$ cat config.mk
export PLATFORM = sky130hd
export DESIGN_NAME = cla_word_sequencer
export DESIGN_NICKNAME = d
export VERILOG_FILES = /design/src/rtl/cla_word_sequencer.sv
export SDC_FILE = /design/constraint.sdc
export NUM_CORES = 1
export LEC_CHECK = 0
export BUFFER_PORTS_ARGS = -buffer_cell sky130_fd_sc_hd__buf_2
export CORE_ASPECT_RATIO = 1.2
export CORE_UTILIZATION = 35
export CTS_CLUSTER_DIAMETER = 80
export CTS_CLUSTER_SIZE = 30
export DETAILED_ROUTE_END_ITERATION = 6
export GPL_ROUTABILITY_DRIVEN = 0
export PLACE_DENSITY = 0.67
export SYNTH_ARGS = -nofsm -noshare
export SYNTH_HDL_FRONTEND = slang
export SYNTH_SLANG_ARGS = --single-unit
$ cat constraint.sdc
create_clock -name clk -period 3 [get_ports clk]
set_input_delay 0.3 -clock clk [delete_from_list [all_inputs] [get_ports clk]]
set_output_delay 0.3 -clock clk [all_outputs]
set_load 0.05 [all_outputs]
$ cat src/rtl/cla_word_sequencer.sv
// cla_word_sequencer: multi-cycle WIDTH-bit add/subtract built on one shared
// 4-bit carry-lookahead slice. Operands are latched on accept, then processed
// one nibble per cycle, LSB first. The inter-slice carry lives in a register.
//
// Handshake (both sides): a transfer happens on a rising clk edge where
// valid & ready are both high. The producer holds in_valid/a/b/cin/sub until
// that edge. out_valid is held, with sum/cout/ovf stable, until the consumer
// raises out_ready on an edge. No combinational path from any in_* to any
// out_* exists; every output is a function of registered state only.

// 4-bit carry-lookahead adder slice.
module cla (
    input  logic [3:0] a,
    input  logic [3:0] b,
    input  logic       cin,
    output logic [3:0] sum,
    output logic       cout
);
    logic [3:0] g;
    logic [3:0] p;
    logic [4:0] c;

    // Generate/propagate terms and flattened lookahead carries.
    always_comb begin
        g    = a & b;
        p    = a ^ b;
        c[0] = cin;
        c[1] = g[0] | (p[0] & cin);
        c[2] = g[1] | (p[1] & g[0]) | (p[1] & p[0] & cin);
        c[3] = g[2] | (p[2] & g[1]) | (p[2] & p[1] & g[0])
             | (p[2] & p[1] & p[0] & cin);
        c[4] = g[3] | (p[3] & g[2]) | (p[3] & p[2] & g[1])
             | (p[3] & p[2] & p[1] & g[0]) | (p[3] & p[2] & p[1] & p[0] & cin);
        sum  = p ^ c[3:0];
        cout = c[4];
    end
endmodule

module cla_word_sequencer #(
    parameter int NSLICE = 4
) (
    input  logic                  clk,
    input  logic                  rst_n,
    input  logic                  in_valid,
    output logic                  in_ready,
    input  logic [4*NSLICE-1:0]   a,
    input  logic [4*NSLICE-1:0]   b,
    input  logic                  cin,
    input  logic                  sub,
    output logic                  out_valid,
    input  logic                  out_ready,
    output logic [4*NSLICE-1:0]   sum,
    output logic                  cout,
    output logic                  ovf,
    output logic                  busy
);
    localparam int WIDTH = 4 * NSLICE;
    localparam int IW    = (NSLICE > 1) ? $clog2(NSLICE) : 1;
    localparam int MSB   = WIDTH - 1;
    localparam logic [IW-1:0] LAST_IDX = IW'(NSLICE - 1);

    typedef enum logic [1:0] {
        IDLE = 2'd0,
        RUN  = 2'd1,
        DONE = 2'd2
    } state_t;

    state_t           state;
    state_t           state_nxt;
    logic [WIDTH-1:0] op_a;
    logic [WIDTH-1:0] op_b;
    logic             carry;
    logic [IW-1:0]    idx;
    logic [3:0]       sl_a;
    logic [3:0]       sl_b;
    logic [3:0]       sl_sum;
    logic             sl_cout;
    logic             accept;
    logic             last_slice;

    assign in_ready   = (state == IDLE);
    assign out_valid  = (state == DONE);
    assign busy       = (state != IDLE);
    assign accept     = in_valid & in_ready;
    assign last_slice = (idx == LAST_IDX);

    // Select the current nibble of each latched operand.
    always_comb begin
        sl_a = 4'd0;
        sl_b = 4'd0;
        for (int i = 0; i < NSLICE; i++) begin
            if (idx == IW'(i)) begin
                sl_a = op_a[4*i +: 4];
                sl_b = op_b[4*i +: 4];
            end
        end
    end

    cla u_cla (
        .a    (sl_a),
        .b    (sl_b),
        .cin  (carry),
        .sum  (sl_sum),
        .cout (sl_cout)
    );

    // State register.
    always_ff @(posedge clk or negedge rst_n) begin
        if (!rst_n) begin
            state <= IDLE;
        end else begin
            state <= state_nxt;
        end
    end

    // Next-state logic: IDLE -> RUN on accept, RUN -> DONE after the last
    // slice, DONE -> IDLE once the consumer takes the result.
    always_comb begin
        state_nxt = state;
        case (state)
            IDLE:    if (accept) state_nxt = RUN;
            RUN:     if (last_slice) state_nxt = DONE;
            DONE:    if (out_ready) state_nxt = IDLE;
            default: state_nxt = IDLE;
        endcase
    end

    // Datapath: latch operands on accept, then one slice per RUN cycle.
    always_ff @(posedge clk or negedge rst_n) begin
        if (!rst_n) begin
            op_a  <= '0;
            op_b  <= '0;
            carry <= 1'b0;
            idx   <= '0;
            sum   <= '0;
            cout  <= 1'b0;
            ovf   <= 1'b0;
        end else begin
            case (state)
                IDLE: begin
                    if (accept) begin
                        op_a  <= a;
                        // Subtraction is a + ~b + 1; cin is ignored then.
                        op_b  <= sub ? ~b : b;
                        carry <= sub ? 1'b1 : cin;
                        idx   <= '0;
                        sum   <= '0;
                    end
                end
                RUN: begin
                    for (int i = 0; i < NSLICE; i++) begin
                        if (idx == IW'(i)) sum[4*i +: 4] <= sl_sum;
                    end
                    carry <= sl_cout;
                    if (last_slice) begin
                        // Index stays put so it never selects a stale slice.
                        cout <= sl_cout;
                        ovf  <= (op_a[MSB] == op_b[MSB]) && (sl_sum[3] != op_a[MSB]);
                    end else begin
                        idx <= idx + 1'b1;
                    end
                end
                default: ;
            endcase
        end
    end
endmodule

==> impl_metrics.yaml, run 1 <==
run_status:
  outcome: "finished clean"
place:
  dp_hpwl_um: 4410
  io_buffers: 58
  dp_cells: 410
pwr:
  ir_drop_uv: 630
  p_per_area_mw_per_mm2: 1300
  leakage_nw: 1.50
detailed_routing:
  route.antenna.remaining_nets: 0
  routedWlPerCell_um: 13.5
  drc: 0
  totalWireLength_um: 5660
  dr.pass1.iters: 4
  first_iter_violations: 90
  viasPerCell: 5.02
  via_count: 2105
floorplanning:
  io_pins: 59
  die_area_sq_mm: 0.00823
  start_util_pct: 36.0
  core-area_sq_mm: 0.00766
  die_y_um: 99.2
  rows: 35
  fp.dieW_um: 83.0
job:
  max-cap-violations: 0
logic_synthesis:
  yosysTopAreaCell: "dfrtp_1"
  syn_nets: 315
  synth_area_sq_mm: 0.00276
  ys_ff_latch: 55
  synth_cell_types: 36
  avgSynthCellArea_sq_um: 10.3
  postSynthCellCount: 268
  synth_area_leaders: "dfrtp_1, a21oi_1, mux2_1, xnor2_1, ha_1"
  yosys_warnings: 0
  netlist.area_leader.share_pct: 50.0
  yosysSeqAreaShare_pct: 50.0
timing:
  max_clock_freq_mhz: 360
  hold-worst-slack_ps: 173
  rsz0062_at_grt: "true"
  drv_slew: 0
  tightest_slew_ps: 665
  fin_crit_sh_pct: 92.7
  finalHoldViolations: 0
  setup_viol: 0
  clock_skew_ps: 4.15
  period_needed_ps: 2780
  maxSlewHeadroom_pct: 55.6
finish:
  drive_gt1_share_pct: 27.5
  utilization_pct: 43.1
  nFillCells: 751
  final_cells: 419
  diodes: 0
  final_nets: 373
  syn_to_final_growth_pct: 19.9
min_path:
  hold_path.class: "input pin to register"
  hp-start: "out_ready"
global_route:
  antenna_found_initial: 0
  grt_usage_pct: 14.6
  grt-ovfl-total: 0
  grt_pass1_vias: 2038
  grt_max_degree: 36
  grt_pass1_wl_um: 9600
worst_setup_path:
  crit_required_ps: 3250
  path_max_fanout: 12
  crit_type: "register to register"
  crit_start: "idx[1]"
  arrival_ps: 3030
  start_kind: "register"
  r2r_start: "idx[1]"
  cp-end-kind: "register"
clock_tree:
  cts_tree: "built"
  cts.sinks: 55
  cts_buffer_depth: 2
  clk_latency_ps: 310
  cts_made_buffers: 5
  root_buffer: "clkbuf_8"
  clkSlewWorstSetupHoldPaths_ps: 90
  cts_htree_levels: 2
[power breakdown]
group          leakage, nW  switching (W)  total (W)  internal (W)
Combinational        0.781        0.00151    0.00248      0.000971
Sequential           0.661       0.000214    0.00130       0.00108
Clock               0.0612       0.000237   0.000507      0.000270
[per-stage QoR]
| step | total power (W) | instance area [sq um] | setup slack, ps | setup TNS (ps) |
|---|---|---|---|---|
| finish | 0.00429 | 3300 | 219 | 0 |
| global route | 0.00467 | 3300 | -12.1 | -28.0 |
| CTS | 0.00427 | 3280 | 40.1 | 0 |
| global placement | 0.00371 | 3150 | 148 | 0 |
| floorplan | 0.00316 | 2760 | 171 | 0 |
| detailed placement | 0.00375 | 3150 | 77.6 | 0 |
[synthesized netlist by cell type]
cell type and count:
inv_1 5, o31ai_1 1, clkbuf_1 5, o21a_1 1
or2_1 1, a211oi_1 2, and4_4 1, buf_2 8
nand2b_1 2, buf_1 3, a21o_1 3, nand2_1 25
or4_1 1, dfrtp_1 55, o21ai_1 2, nor2_1 22
nor3b_1 1, mux2_2 7, nor4_1 3, ha_1 8
mux2_1 14, nand3b_1 7, nor2b_1 6, nor4_2 1
a221oi_1 2, or3_1 1, o21ai_0 14, buf_6 1
fa_1 1, o211ai_1 1, xnor2_1 17, a32o_1 4
a21oi_1 35, nor3_1 4, nand3_1 1, o22a_1 3
[final timing paths]
kind                            end  slack, ps  depth (start not counted)
min                        state[1]        170                          2
min in group asynchronous    sum[2]        460                          2
max in group asynchronous   op_b[9]       1920                          3
max                             ovf        220                         11
min reg2reg                     ovf        480                          2
max reg2reg                     ovf        220                         11
[sequential cells by signal, indices dropped and copies added (netlist names)]
| signal | flops |
|---|---|
| sum | 16 |
| op_b | 16 |
| ovf | 1 |
| carry | 1 |
| idx | 2 |
| op_a | 16 |
| state | 2 |
| cout | 1 |
[per-layer routing]
layer	vias to the layer above	part of all wire, %	track usage, %
li1	1047	-	-
met1	1002	45	18.2
met2	46	49	24.9
met3	10	3.7	2.82
met4	0	2.0	5.70
met5	-	0	0
[cell families after synthesis]
group	Yosys count	synth area share, %
AOI/OAI and AO/OA	68	14.5
xor gates and xnor gates	17	5.40
adders and majority gates	9	4.36
buffers and inverters	22	3.63
DFF	55	50.0
muxes	21	8.58
and+or+nand+nor	76	13.6
[critical path: stages, from the launching register on]
cell and delay [ps]:
dfrtp_1 410, inv_1 150, ha_4 230, nor2b_1 60, a221oi_1 260, nor3_1 90
a21o_1 180, ha_1 300, a21o_1 210, and4_4 220, or4_1 510, nand3_1 90
[cell type report]
type,count,area (sq um),share of cell area (%)
Clock buffer,6,82.6,2.50
Clock inverter,2,35.0,1.06
Inverter,5,18.8,0.568
Multi-Input combinational cell,191,1310,39.6
Sequential cell,55,1380,41.7
Tap cell,92,115,3.48
Timing Repair Buffer,68,368,11.1
[placed cells by master (no fill, tap or decap), drive strengths merged, types with 2 or more instances in the layout]
| master | n |
|---|---|
| dfrtp | 55 |
| nor3 | 4 |
| ha | 8 |
| a32o | 4 |
| a221oi | 2 |
| a21oi | 35 |
| nor4 | 4 |
| o22a | 3 |
| mux2 | 21 |
| nor2 | 22 |
| xnor2 | 17 |
| nand3b | 7 |
| nand2b | 2 |
| nor2b | 6 |
| inv | 5 |
| a21o | 3 |
| o21ai | 16 |
| buf | 67 |
| nand2 | 25 |
| a211oi | 2 |
| clkbuf | 6 |
[timing repair]
action,in CTS,in global routing
hold endpoints to repair,18,0
gates resized for setup,0,6
hold buffers,1,0
setup buffers,0,0
endpoints found under the setup margin,0,11
No activity file was read; power rests on OpenSTA's default activity.
==> run 2, diff against run 1 <==
--- a/config.mk
+++ b/config.mk
@@ -6,13 +6,14 @@
 export NUM_CORES = 1
 export LEC_CHECK = 0
 export BUFFER_PORTS_ARGS = -buffer_cell sky130_fd_sc_hd__buf_2
-export CORE_ASPECT_RATIO = 1.2
+export CORE_ASPECT_RATIO = 0.6
 export CORE_UTILIZATION = 35
 export CTS_CLUSTER_DIAMETER = 80
 export CTS_CLUSTER_SIZE = 30
 export DETAILED_ROUTE_END_ITERATION = 6
 export GPL_ROUTABILITY_DRIVEN = 0
 export PLACE_DENSITY = 0.67
+export SLEW_MARGIN = 10
 export SYNTH_ARGS = -nofsm -noshare
 export SYNTH_HDL_FRONTEND = slang
 export SYNTH_SLANG_ARGS = --single-unit
==> impl_metrics.yaml, run 2 (synthesized netlist as in run 1, its figures left out) <==
run_status:
  outcome: "finished clean"
timing:
  tightest_slew_ps: 691
  clock_skew_ps: 3.95
  finalHoldViolations: 0
  maxSlewHeadroom_pct: 54.0
  period_needed_ps: 2790
  setup_viol: 0
  drv_slew: 0
  fin_crit_sh_pct: 93.1
  tns_ps: 0
  rsz0062_at_grt: "false"
  layout_setup_ws_ps: 206
  max_clock_freq_mhz: 358
global_route:
  grt_pass1_vias: 2067
  antenna_found_initial: 0
  grt_pass1_wl_um: 10600
  grt_max_degree: 32
  grt-ovfl-total: 0
  grt_usage_pct: 16.9
place:
  dp_hpwl_um: 4840
  io_buffers: 58
  pre_cts_ws_ps: 135
  dpl_cell_area_sq_mm: 0.00315
worst_setup_path:
  slowest_delay_ps: 460
  path_max_fanout: 12
  reg2reg_to: "ovf"
  r2r_start: "idx[1]"
  cp-end-kind: "register"
  crit_type: "register to register"
  arrival_ps: 3030
  r2r_slack_ps: 210
  start_kind: "register"
  crit_start: "idx[1]"
  crit_required_ps: 3240
  critPathSlowestCell: "or4_1"
  crit_chain: "inv_1 > ha_4 > buf_4 > nand3b_1 > a21oi_1 > a21oi_1 > o21ai_0 > ha_1 > o21ai_0 > o21a_2 > or4_1 > nand3_1"
  reg2reg_depth: 12
finish:
  top_regs: "op_a: 16 flops, op_b: 16 flops, sum: 16 flops"
  nFillCells: 758
  layout_common_cells: "buf_2, dfrtp_1, a21oi_1"
  syn_to_final_growth_pct: 22.2
  multi_input_area_sq_mm: 0.00131
  seq_area_sq_mm: 0.00138
  diodes: 0
  final_nets: 370
  layout_commonest_cell: "buf_2"
  stdcell_area_sq_mm: 0.00337
  drive_gt1_share_pct: 27.2
clock_tree:
  cts_htree_levels: 2
  cts_tree: "built"
  cts_made_buffers: 5
  cts.sinks: 55
  cts-resized-gates: 0
  clkSlewWorstSetupHoldPaths_ps: 70
  root_buffer: "clkbuf_16"
  clk_latency_ps: 300
  cts_hold_buf: 0
  cts_buffer_depth: 2
  post_cts_buffers: 0
detailed_routing:
  drc: 0
  totalWireLength_um: 6400
  routedWlPerCell_um: 15.0
  via_count: 2151
  first_iter_violations: 76
  viasPerCell: 5.03
  route.antenna.remaining_nets: 0
  dr.pass1.iters: 4
floorplanning:
  die_area_sq_mm: 0.00824
  rows: 24
  io_pins: 59
  fp.dieW_um: 117
  start_util_pct: 37.0
  die_y_um: 70.7
  core-area_sq_mm: 0.00745
job:
  max-cap-violations: 0
pwr:
  p_per_area_mw_per_mm2: 1370
  leakage_nw: 1.52
  ir_drop_uv: 406
min_path:
  hold_path.class: "input pin to asynchronous set/reset pin"
==> run 2: through the flow <==
stage | total power [W] | utilization (%) | hold slack (ps) | instances
3_5_place_dp | 0.00380 | 42.3 | 378 | 420
6_report | 0.00462 | 45.2 | 36.5 | 428
4_1_cts | 0.00457 | 44.9 | 54.5 | 428
2_1_floorplan | 0.00316 | - | 4.41 | 268
5_1_grt | 0.00497 | 45.2 | 97.8 | 428
3_3_place_gp | 0.00374 | 42.3 | 379 | 420
==> run 2: routing by layer <==
metal | share of wire (%) | routed length, um | track usage, % | vias up
met3 | 6.4 | 410 | 4.11 | 6
met5 | 0 | 0 | 0 | -
met1 | 54 | 3490 | 28.1 | 1035
met4 | 0.95 | 61 | 4.22 | 0
met2 | 38 | 2440 | 20.9 | 65
li1 | - | - | - | 1045
==> run 2: worst max path at each step <==
stage	depth (start not counted)	end	slack, ps
detailed placement	12	ovf	140
global route	11	ovf	2
global placement	12	ovf	260
floorplan	13	ovf	170
finish	12	ovf	210
CTS	12	ovf	100
==> run 2: final cells by class <==
type	instances	share of cell area [%]
flip-flops and latches	55	40.9
multi-input cells	191	38.8
repair buffers	65	10.2
well taps	104	3.87
clock buffers	5	3.72
clock inverters	3	2.01
inverters	5	0.558
==> run 2: worst max-delay path: cells and delay by family, from the launching register on <==
| kind | cells | cell delay (ps) |
|---|---|---|
| compound gates | 5 | 810 |
| simple gates | 3 | 660 |
| fa+ha+maj | 2 | 530 |
| flops | 1 | 400 |
| buf+inv | 2 | 320 |
==> run 2: power breakdown <==
part | switching [W] | leakage, nW | internal [W] | total [W]
Clock | 0.000272 | 0.0900 | 0.000478 | 0.000750
Sequential | 0.000243 | 0.661 | 0.00109 | 0.00133
Combinational | 0.00158 | 0.768 | 0.000962 | 0.00254
